### src/rtl/mouse_pkg.sv
`default_nettype none
// ============================================================================
// Module   : mouse_pkg
// Brief    : Shared PS/2 mouse definitions (frame states, error codes,
//            frame geometry, default timeout) for the receive and transmit
//            paths. Optional debug counter macro: MOUSE_RX_ERR_COUNT_EN.
// Revision : 1.0 - initial release
// ============================================================================
package mouse_pkg;

    // Frame state encoding
    localparam logic [2:0] ST_IDLE   = 3'd0;
    localparam logic [2:0] ST_DATA   = 3'd1;
    localparam logic [2:0] ST_PARITY = 3'd2;
    localparam logic [2:0] ST_STOP   = 3'd3;
    localparam logic [2:0] ST_DONE   = 3'd4;

    typedef enum logic [2:0] {
        IDLE   = ST_IDLE,
        DATA   = ST_DATA,
        PARITY = ST_PARITY,
        STOP   = ST_STOP,
        DONE   = ST_DONE
    } ps2_state_t;

    // Error code bits reported alongside each byte
    localparam logic [1:0] ERR_NONE   = 2'b00;
    localparam logic [1:0] ERR_PARITY = 2'b01;
    localparam logic [1:0] ERR_STOP   = 2'b10;

    localparam int PS2_FRAME_DATA_BITS    = 8;
    localparam int TIMEOUT_CYCLES_DEFAULT = 50000;

    // Odd parity bit the device should send for a given data byte
    function automatic logic odd_parity(input logic [PS2_FRAME_DATA_BITS-1:0] d);
        return ~(^d);
    endfunction

endpackage
`default_nettype wire

### src/rtl/mouse_receiver_if.sv
`default_nettype none
// ============================================================================
// Module   : mouse_receiver_if
// Brief    : PS/2 receive-side bundle: pad lines and enable in, received
//            byte with error flags and strobe out. ERROR_COUNT exists only
//            when MOUSE_RX_ERR_COUNT_EN is defined.
// Revision : 1.0 - initial release
// ============================================================================
interface mouse_receiver_if;
    logic       CLK_MOUSE_IN;
    logic       DATA_MOUSE_IN;
    logic       READ_ENABLE;
    logic [7:0] BYTE_READ;
    logic [1:0] BYTE_ERROR_CODE;
    logic       BYTE_READY;
`ifdef MOUSE_RX_ERR_COUNT_EN
    logic [7:0] ERROR_COUNT;
`endif

    // Receiver side
    modport slave (
        input  CLK_MOUSE_IN, DATA_MOUSE_IN, READ_ENABLE,
`ifdef MOUSE_RX_ERR_COUNT_EN
        output ERROR_COUNT,
`endif
        output BYTE_READ, BYTE_ERROR_CODE, BYTE_READY
    );

    // Pad / consumer side
    modport master (
        output CLK_MOUSE_IN, DATA_MOUSE_IN, READ_ENABLE,
`ifdef MOUSE_RX_ERR_COUNT_EN
        input  ERROR_COUNT,
`endif
        input  BYTE_READ, BYTE_ERROR_CODE, BYTE_READY
    );
endinterface
`default_nettype wire

### src/rtl/ps2_sync_edge.sv
`default_nettype none
// ============================================================================
// Module   : ps2_sync_edge
// Brief    : Two-flop synchroniser for an asynchronous PS/2 pad line with an
//            optional one-cycle falling-edge pulse.
// Revision : 1.0 - initial release
// ============================================================================
module ps2_sync_edge #(
    parameter bit EDGE_EN = 1'b1
) (
    input  wire logic clk_i,
    input  wire logic rst_i,
    input  wire logic async_i,
    output logic      sync_o,
    output logic      fall_o
);
    logic meta_q;
    logic sync_q;

    // Two-stage synchroniser; lines idle high so reset to 1
    always_ff @(posedge clk_i) begin
        if (rst_i) begin
            meta_q <= 1'b1;
            sync_q <= 1'b1;
        end else begin
            meta_q <= async_i;
            sync_q <= meta_q;
        end
    end

    assign sync_o = sync_q;

    generate
        if (EDGE_EN) begin : g_edge
            logic prev_q;

            // Previous synchronised value for falling-edge detection
            always_ff @(posedge clk_i) begin
                if (rst_i) begin
                    prev_q <= 1'b1;
                end else begin
                    prev_q <= sync_q;
                end
            end

            assign fall_o = prev_q & ~sync_q;
        end else begin : g_no_edge
            assign fall_o = 1'b0;
        end
    endgenerate
endmodule
`default_nettype wire

### src/rtl/mouse_receiver.sv
`default_nettype none
// ============================================================================
// Module   : mouse_receiver
// Brief    : PS/2 device-to-host receiver. Deframes start, 8 data bits LSB
//            first, odd parity and stop; delivers byte, error code and a
//            one-cycle ready strobe. Partial frames are abandoned after
//            TIMEOUT_CYCLES without a PS/2 clock fall.
//            Optional: MOUSE_RX_ERR_COUNT_EN adds a saturating ERROR_COUNT.
// Revision : 1.0 - initial release
// ============================================================================
module mouse_receiver
    import mouse_pkg::*;
#(
    parameter int TIMEOUT_CYCLES = TIMEOUT_CYCLES_DEFAULT,
    parameter int CTR_WIDTH      = 16
) (
    input  wire logic       CLK,
    input  wire logic       RESET,
    mouse_receiver_if.slave bus
);
    localparam int                   c_BITCTR_W = $clog2(PS2_FRAME_DATA_BITS);
    localparam logic [c_BITCTR_W-1:0] c_LAST_BIT = c_BITCTR_W'(PS2_FRAME_DATA_BITS - 1);
    localparam logic [CTR_WIDTH-1:0]  c_TMO_LAST = CTR_WIDTH'(TIMEOUT_CYCLES - 1);

    logic clk_fall;
    logic clk_sync_unused;
    logic data_sync;
    logic data_fall_unused;

    ps2_sync_edge #(.EDGE_EN(1'b1)) u_clk_sync (
        .clk_i   (CLK),
        .rst_i   (RESET),
        .async_i (bus.CLK_MOUSE_IN),
        .sync_o  (clk_sync_unused),
        .fall_o  (clk_fall)
    );

    ps2_sync_edge #(.EDGE_EN(1'b0)) u_data_sync (
        .clk_i   (CLK),
        .rst_i   (RESET),
        .async_i (bus.DATA_MOUSE_IN),
        .sync_o  (data_sync),
        .fall_o  (data_fall_unused)
    );

    ps2_state_t                     state_q;
    logic [c_BITCTR_W-1:0]          bitctr_q;
    logic [PS2_FRAME_DATA_BITS-1:0] shift_q;
    logic                           parity_q;
    logic                           stop_q;
    logic [CTR_WIDTH-1:0]           tmo_q;
    logic [7:0]                     byte_read_q;
    logic [1:0]                     byte_err_q;
    logic                           byte_ready_q;
    logic [1:0]                     byte_err_d;
    logic                           tmo_abort;

    // Error code for the frame currently held in the shift/parity/stop regs
    assign byte_err_d = ((parity_q != odd_parity(shift_q)) ? ERR_PARITY : ERR_NONE)
                      | (stop_q ? ERR_NONE : ERR_STOP);

    // A fall always takes priority over the terminal timeout count
    assign tmo_abort = (state_q == DATA || state_q == PARITY || state_q == STOP)
                     && !clk_fall && (tmo_q == c_TMO_LAST);

    // Frame FSM with timeout counter and registered outputs
    always_ff @(posedge CLK) begin
        if (RESET) begin
            state_q      <= IDLE;
            bitctr_q     <= '0;
            shift_q      <= '0;
            parity_q     <= 1'b0;
            stop_q       <= 1'b0;
            tmo_q        <= '0;
            byte_read_q  <= 8'h00;
            byte_err_q   <= ERR_NONE;
            byte_ready_q <= 1'b0;
        end else begin
            byte_ready_q <= 1'b0;
            case (state_q)
                IDLE: begin
                    tmo_q <= '0;
                    if (clk_fall && !data_sync && bus.READ_ENABLE) begin
                        state_q  <= DATA;
                        bitctr_q <= '0;
                    end
                end
                DATA, PARITY, STOP: begin
                    if (clk_fall) begin
                        tmo_q <= '0;
                        if (state_q == DATA) begin
                            shift_q[bitctr_q] <= data_sync;
                            bitctr_q          <= bitctr_q + c_BITCTR_W'(1);
                            if (bitctr_q == c_LAST_BIT) begin
                                state_q <= PARITY;
                            end
                        end else if (state_q == PARITY) begin
                            parity_q <= data_sync;
                            state_q  <= STOP;
                        end else begin
                            stop_q  <= data_sync;
                            state_q <= DONE;
                        end
                    end else if (tmo_abort) begin
                        state_q <= IDLE;
                    end else if (tmo_q != '1) begin
                        tmo_q <= tmo_q + CTR_WIDTH'(1);
                    end
                end
                DONE: begin
                    byte_read_q  <= shift_q;
                    byte_err_q   <= byte_err_d;
                    byte_ready_q <= 1'b1;
                    state_q      <= IDLE;
                end
                default: begin
                    state_q <= IDLE;
                end
            endcase
        end
    end

    assign bus.BYTE_READ       = byte_read_q;
    assign bus.BYTE_ERROR_CODE = byte_err_q;
    assign bus.BYTE_READY      = byte_ready_q;

`ifdef MOUSE_RX_ERR_COUNT_EN
    logic [7:0] errcnt_q;

    // Saturating count of errored bytes and timeout aborts
    always_ff @(posedge CLK) begin
        if (RESET) begin
            errcnt_q <= 8'h00;
        end else if (((state_q == DONE) && (byte_err_d != ERR_NONE)) || tmo_abort) begin
            if (errcnt_q != 8'hFF) begin
                errcnt_q <= errcnt_q + 8'h01;
            end
        end
    end

    assign bus.ERROR_COUNT = errcnt_q;
`endif
endmodule
`default_nettype wire

### src/flat_wrapper.sv
// flat-port wrapper written by rule: the top's interface ports become plain ports
module mouse_receiver_flat import mouse_pkg::*;
#(
    parameter int TIMEOUT_CYCLES = TIMEOUT_CYCLES_DEFAULT,
    parameter int CTR_WIDTH      = 16
)
  (CLK, RESET, bus_CLK_MOUSE_IN, bus_DATA_MOUSE_IN, bus_READ_ENABLE, bus_BYTE_READ, bus_BYTE_ERROR_CODE, bus_BYTE_READY);
  mouse_receiver_if bus_i ();
  input  wire logic CLK;
  input  wire logic RESET;
  input wire logic [$bits(bus_i.CLK_MOUSE_IN)-1:0] bus_CLK_MOUSE_IN;
  input wire logic [$bits(bus_i.DATA_MOUSE_IN)-1:0] bus_DATA_MOUSE_IN;
  input wire logic [$bits(bus_i.READ_ENABLE)-1:0] bus_READ_ENABLE;
  output wire logic [$bits(bus_i.BYTE_READ)-1:0] bus_BYTE_READ;
  output wire logic [$bits(bus_i.BYTE_ERROR_CODE)-1:0] bus_BYTE_ERROR_CODE;
  output wire logic [$bits(bus_i.BYTE_READY)-1:0] bus_BYTE_READY;
  assign bus_i.CLK_MOUSE_IN = bus_CLK_MOUSE_IN;
  assign bus_i.DATA_MOUSE_IN = bus_DATA_MOUSE_IN;
  assign bus_i.READ_ENABLE = bus_READ_ENABLE;
  assign bus_BYTE_READ = bus_i.BYTE_READ;
  assign bus_BYTE_ERROR_CODE = bus_i.BYTE_ERROR_CODE;
  assign bus_BYTE_READY = bus_i.BYTE_READY;
  mouse_receiver #(.TIMEOUT_CYCLES(TIMEOUT_CYCLES), .CTR_WIDTH(CTR_WIDTH)) u_core (.CLK(CLK), .RESET(RESET), .bus(bus_i));
endmodule
### config.mk
export PLATFORM = sky130hd
export DESIGN_NAME = mouse_receiver_flat
export DESIGN_NICKNAME = d
export VERILOG_FILES = /design/src/rtl/mouse_pkg.sv /design/src/rtl/mouse_receiver_if.sv /design/src/rtl/ps2_sync_edge.sv /design/src/rtl/mouse_receiver.sv /design/src/flat_wrapper.sv
export SDC_FILE = /design/constraint.sdc
export NUM_CORES = 1
export LEC_CHECK = 0
export CORE_UTILIZATION = 45
export CTS_CLUSTER_SIZE = 24
export DETAILED_ROUTE_END_ITERATION = 16
export GPL_ROUTABILITY_DRIVEN = 0
export HOLD_SLACK_MARGIN = 0.02
export PLACE_DENSITY = 0.64
export SKIP_LAST_GASP = 1
export SYNTH_ARGS = -nofsm -noshare
export SYNTH_HDL_FRONTEND = slang
export SYNTH_HIERARCHICAL = 1
export SYNTH_SLANG_ARGS = --single-unit
### constraint.sdc
create_clock -name CLK -period 2.7 [get_ports CLK]
set_input_delay 0.54 -clock CLK [delete_from_list [all_inputs] [get_ports CLK]]
set_output_delay 0.54 -clock CLK [all_outputs]
set_load 0.005 [all_outputs]
==> flow_metrics.py <==
metrics = {
    "synth": {
        "syn_inst": 268,
        "syn-num-nets": 276,
        "synth_area_per_cell_um2": 8.385,
        "yosys_warnings": 6,
        "synthesis.area_um2": 2247,
    },
    "placement": {
        "portBuffers": 15,
        "dp_hpwl_mm": 3.226,
        "place_area_um2": 2435,
        "dp_slack_ns": 0.6327,
        "placed_cells": 338,
    },
    "sta": {
        "max_slew_margin_pct": 65.12,
        "slew_viol_final": 0,
        "fin_crit_sh_pct": 79.18,
        "fin_ws_ns": 0.5621,
        "tightestPinTransition_ns": 0.5232,
        "setup_viol": 0,
        "hold_viol": 0,
        "rsz0062_at_grt": "no",
        "max_freq_mhz": 467.8,
        "skew_ns": 0.009228,
        "setup_tns_ns": 0,
        "period_needed_ns": 2.138,
    },
    "setup_path": {
        "end_kind": "register",
        "cp_max_fo": 20,
        "rr_worst_depth": 6,
        "required_ns": 2.90,
        "rrSetupSlack_ns": 0.56,
        "worstReg2RegStart": "u_core/tmo_q[0]$_SDFFE_PP0P_",
        "start_kind": "register",
        "worst-setup-path-type": "register to register",
        "r2r-end": "u_core/tmo_q[5]$_SDFFE_PP0P_",
        "crit_arrival_ns": 2.34,
    },
    "final_layout": {
        "stdcell_area_um2": 2564,
        "syn2layout_area_growth_pct": 14.09,
        "multi_input_area_um2": 1199,
        "fillers": 462,
        "stdcell_count": 345,
        "seqCellArea_um2": 960.9,
        "drive_above_1_share_pct": 5.036,
        "nNetsFinal": 286,
        "num_antenna_cells": 0,
    },
    "detailed_routing": {
        "wl_per_cell_um": 14.04,
        "drt.antenna.violating_nets": 0,
        "dr.pass1.iters": 4,
        "vias": 1906,
        "wl_mm": 4.845,
        "first_iter_violations": 120,
        "viasPerCell": 5.525,
        "drc": 0,
    },
    "clock_tree": {
        "post_cts_buffers": 0,
        "cts_resized": 0,
        "clock_latency_ns": 0.30,
        "cts_num_sinks": 48,
        "numCtsBuffers": 5,
        "htree_levels": 2,
        "cts_tree": "yes",
        "clk_pin_slew_ns": 0.09,
        "clock-root-buffer": "clkbuf_8",
        "clockBufferDepth": 2,
        "holdBufCountCts": 0,
    },
    "pwr": {
        "ir_worst_vdd_mv": 0.3356,
        "power_density_nw_per_um2": 522.5,
        "leakage_nw": 0.7916,
    },
    "min_path": {
        "holdPathStages": 1,
        "min_to": "u_core/u_clk_sync/sync_o$_SDFF_PP1_",
        "hp-class": "register to register",
        "hp-start": "u_core/u_clk_sync/meta_q$_SDFF_PP1_",
    },
    "global_routing": {
        "grt.overflow.total": 0,
        "globalRouteTotalUtil_pct": 20.35,
        "grt_antenna_before_repair": 0,
        "grt_max_degree": 40,
        "grt_pass1_vias": 1729,
        "grt_pass1_wl_mm": 8.355,
    },
    "floorplanning": {
        "rows": 25,
        "num_io_pins": 16,
        "die_w_um": 72.67,
        "start_util_pct": 47.26,
        "dieHeight_um": 72.67,
        "coreArea_um2": 4755,
        "dieArea_um2": 5280,
    },
    "outcome": {
        "status": "completed",
    },
    "flow_run": {
        "maxCapViolCount": 0,
    },
}
[worst max path at each step]
stage                            startpoint                            end  slack (ns)
2_1_floorplan  u_core/tmo_q[0]$_SDFFE_PP0P_  u_core/tmo_q[11]$_SDFFE_PP0P_        0.99
6_report       u_core/tmo_q[0]$_SDFFE_PP0P_   u_core/tmo_q[5]$_SDFFE_PP0P_        0.56
5_1_grt        u_core/tmo_q[0]$_SDFFE_PP0P_   u_core/tmo_q[5]$_SDFFE_PP0P_        0.34
4_1_cts        u_core/tmo_q[0]$_SDFFE_PP0P_   u_core/tmo_q[5]$_SDFFE_PP0P_        0.61
3_3_place_gp                          RESET   u_core/tmo_q[5]$_SDFFE_PP0P_        0.75
3_5_place_dp   u_core/tmo_q[0]$_SDFFE_PP0P_   u_core/tmo_q[5]$_SDFFE_PP0P_        0.63
[worst max-delay path, stage by stage (launching register included)]
cell      delay (ns)
dfxtp_1         0.41
ha_1            0.21
nand3_1         0.23
nor2_1          0.30
o211a_1         0.55
o311ai_0        0.24
o41ai_1         0.10
[per-layer routing]
| metal | GRT usage, % | up-vias | share of wire [%] |
|---|---|---|---|
| li1 | - | 988 | - |
| met1 | 29.22 | 865 | 52 |
| met2 | 29.91 | 46 | 42 |
| met3 | 4.282 | 7 | 4.4 |
| met4 | 7.625 | 0 | 1.5 |
| met5 | 0 | - | 0 |
[final cells by class]
type,count,share of cell area (%)
multi-input combinational,201,46.75
tap,67,3.270
timing repair buffer,19,7.028
clock inverter,2,2.343
sequential,48,37.48
inverter,3,0.4392
clock buffer,5,2.684
[through the flow]
step           power [mW]  utilization, %  hold WS, ns
6_report            1.340           53.92       0.4156
5_1_grt             1.377           53.92       0.4437
4_1_cts             1.350           53.92       0.4234
3_5_place_dp       0.7542           51.21       0.3960
3_3_place_gp       0.7543           51.21       0.3964
2_1_floorplan      0.7433               -       0.3832
[cells in the final DEF (no fill, tap or decap), types with 2 or more instances in the layout]
master / instances
inv_1: 3
xnor2_1: 6
nor3_1: 5
o31ai_1: 4
clkbuf_8: 5
nor3b_1: 5
buf_4: 4
a31oi_1: 4
ha_1: 3
or3_1: 6
o311ai_0: 4
nor4_1: 2
dfxtp_1: 48
nand2_1: 33
nand3_1: 9
o41ai_1: 4
nor2_1: 32
or4_1: 7
bufinv_16: 2
nand4b_1: 4
nand4_1: 7
a21oi_1: 20
nor2b_1: 3
a211oi_1: 2
clkdlybuf4s50_1: 15
a22oi_1: 2
or2_1: 6
o21ai_0: 8
o211ai_1: 3
mux2i_1: 10
xor2_1: 2
[power breakdown]
part	switching (mW)	leakage [nW]	internal (mW)
Combinational	0.0140	0.340	0.00985
Sequential	0.00304	0.388	0.711
Clock	0.238	0.0642	0.365
[sequential cells by signal (all words and copies together), names as in the netlist, 2 cells and up]
register,flops
u_core/bitctr_q,3
u_core/tmo_q,16
u_core/bus.BYTE_READ,8
u_core/state_q,3
u_core/shift_q,8
u_core/bus.BYTE_ERROR_CODE,2
Note: power is estimated with default switching activity, not from simulation.
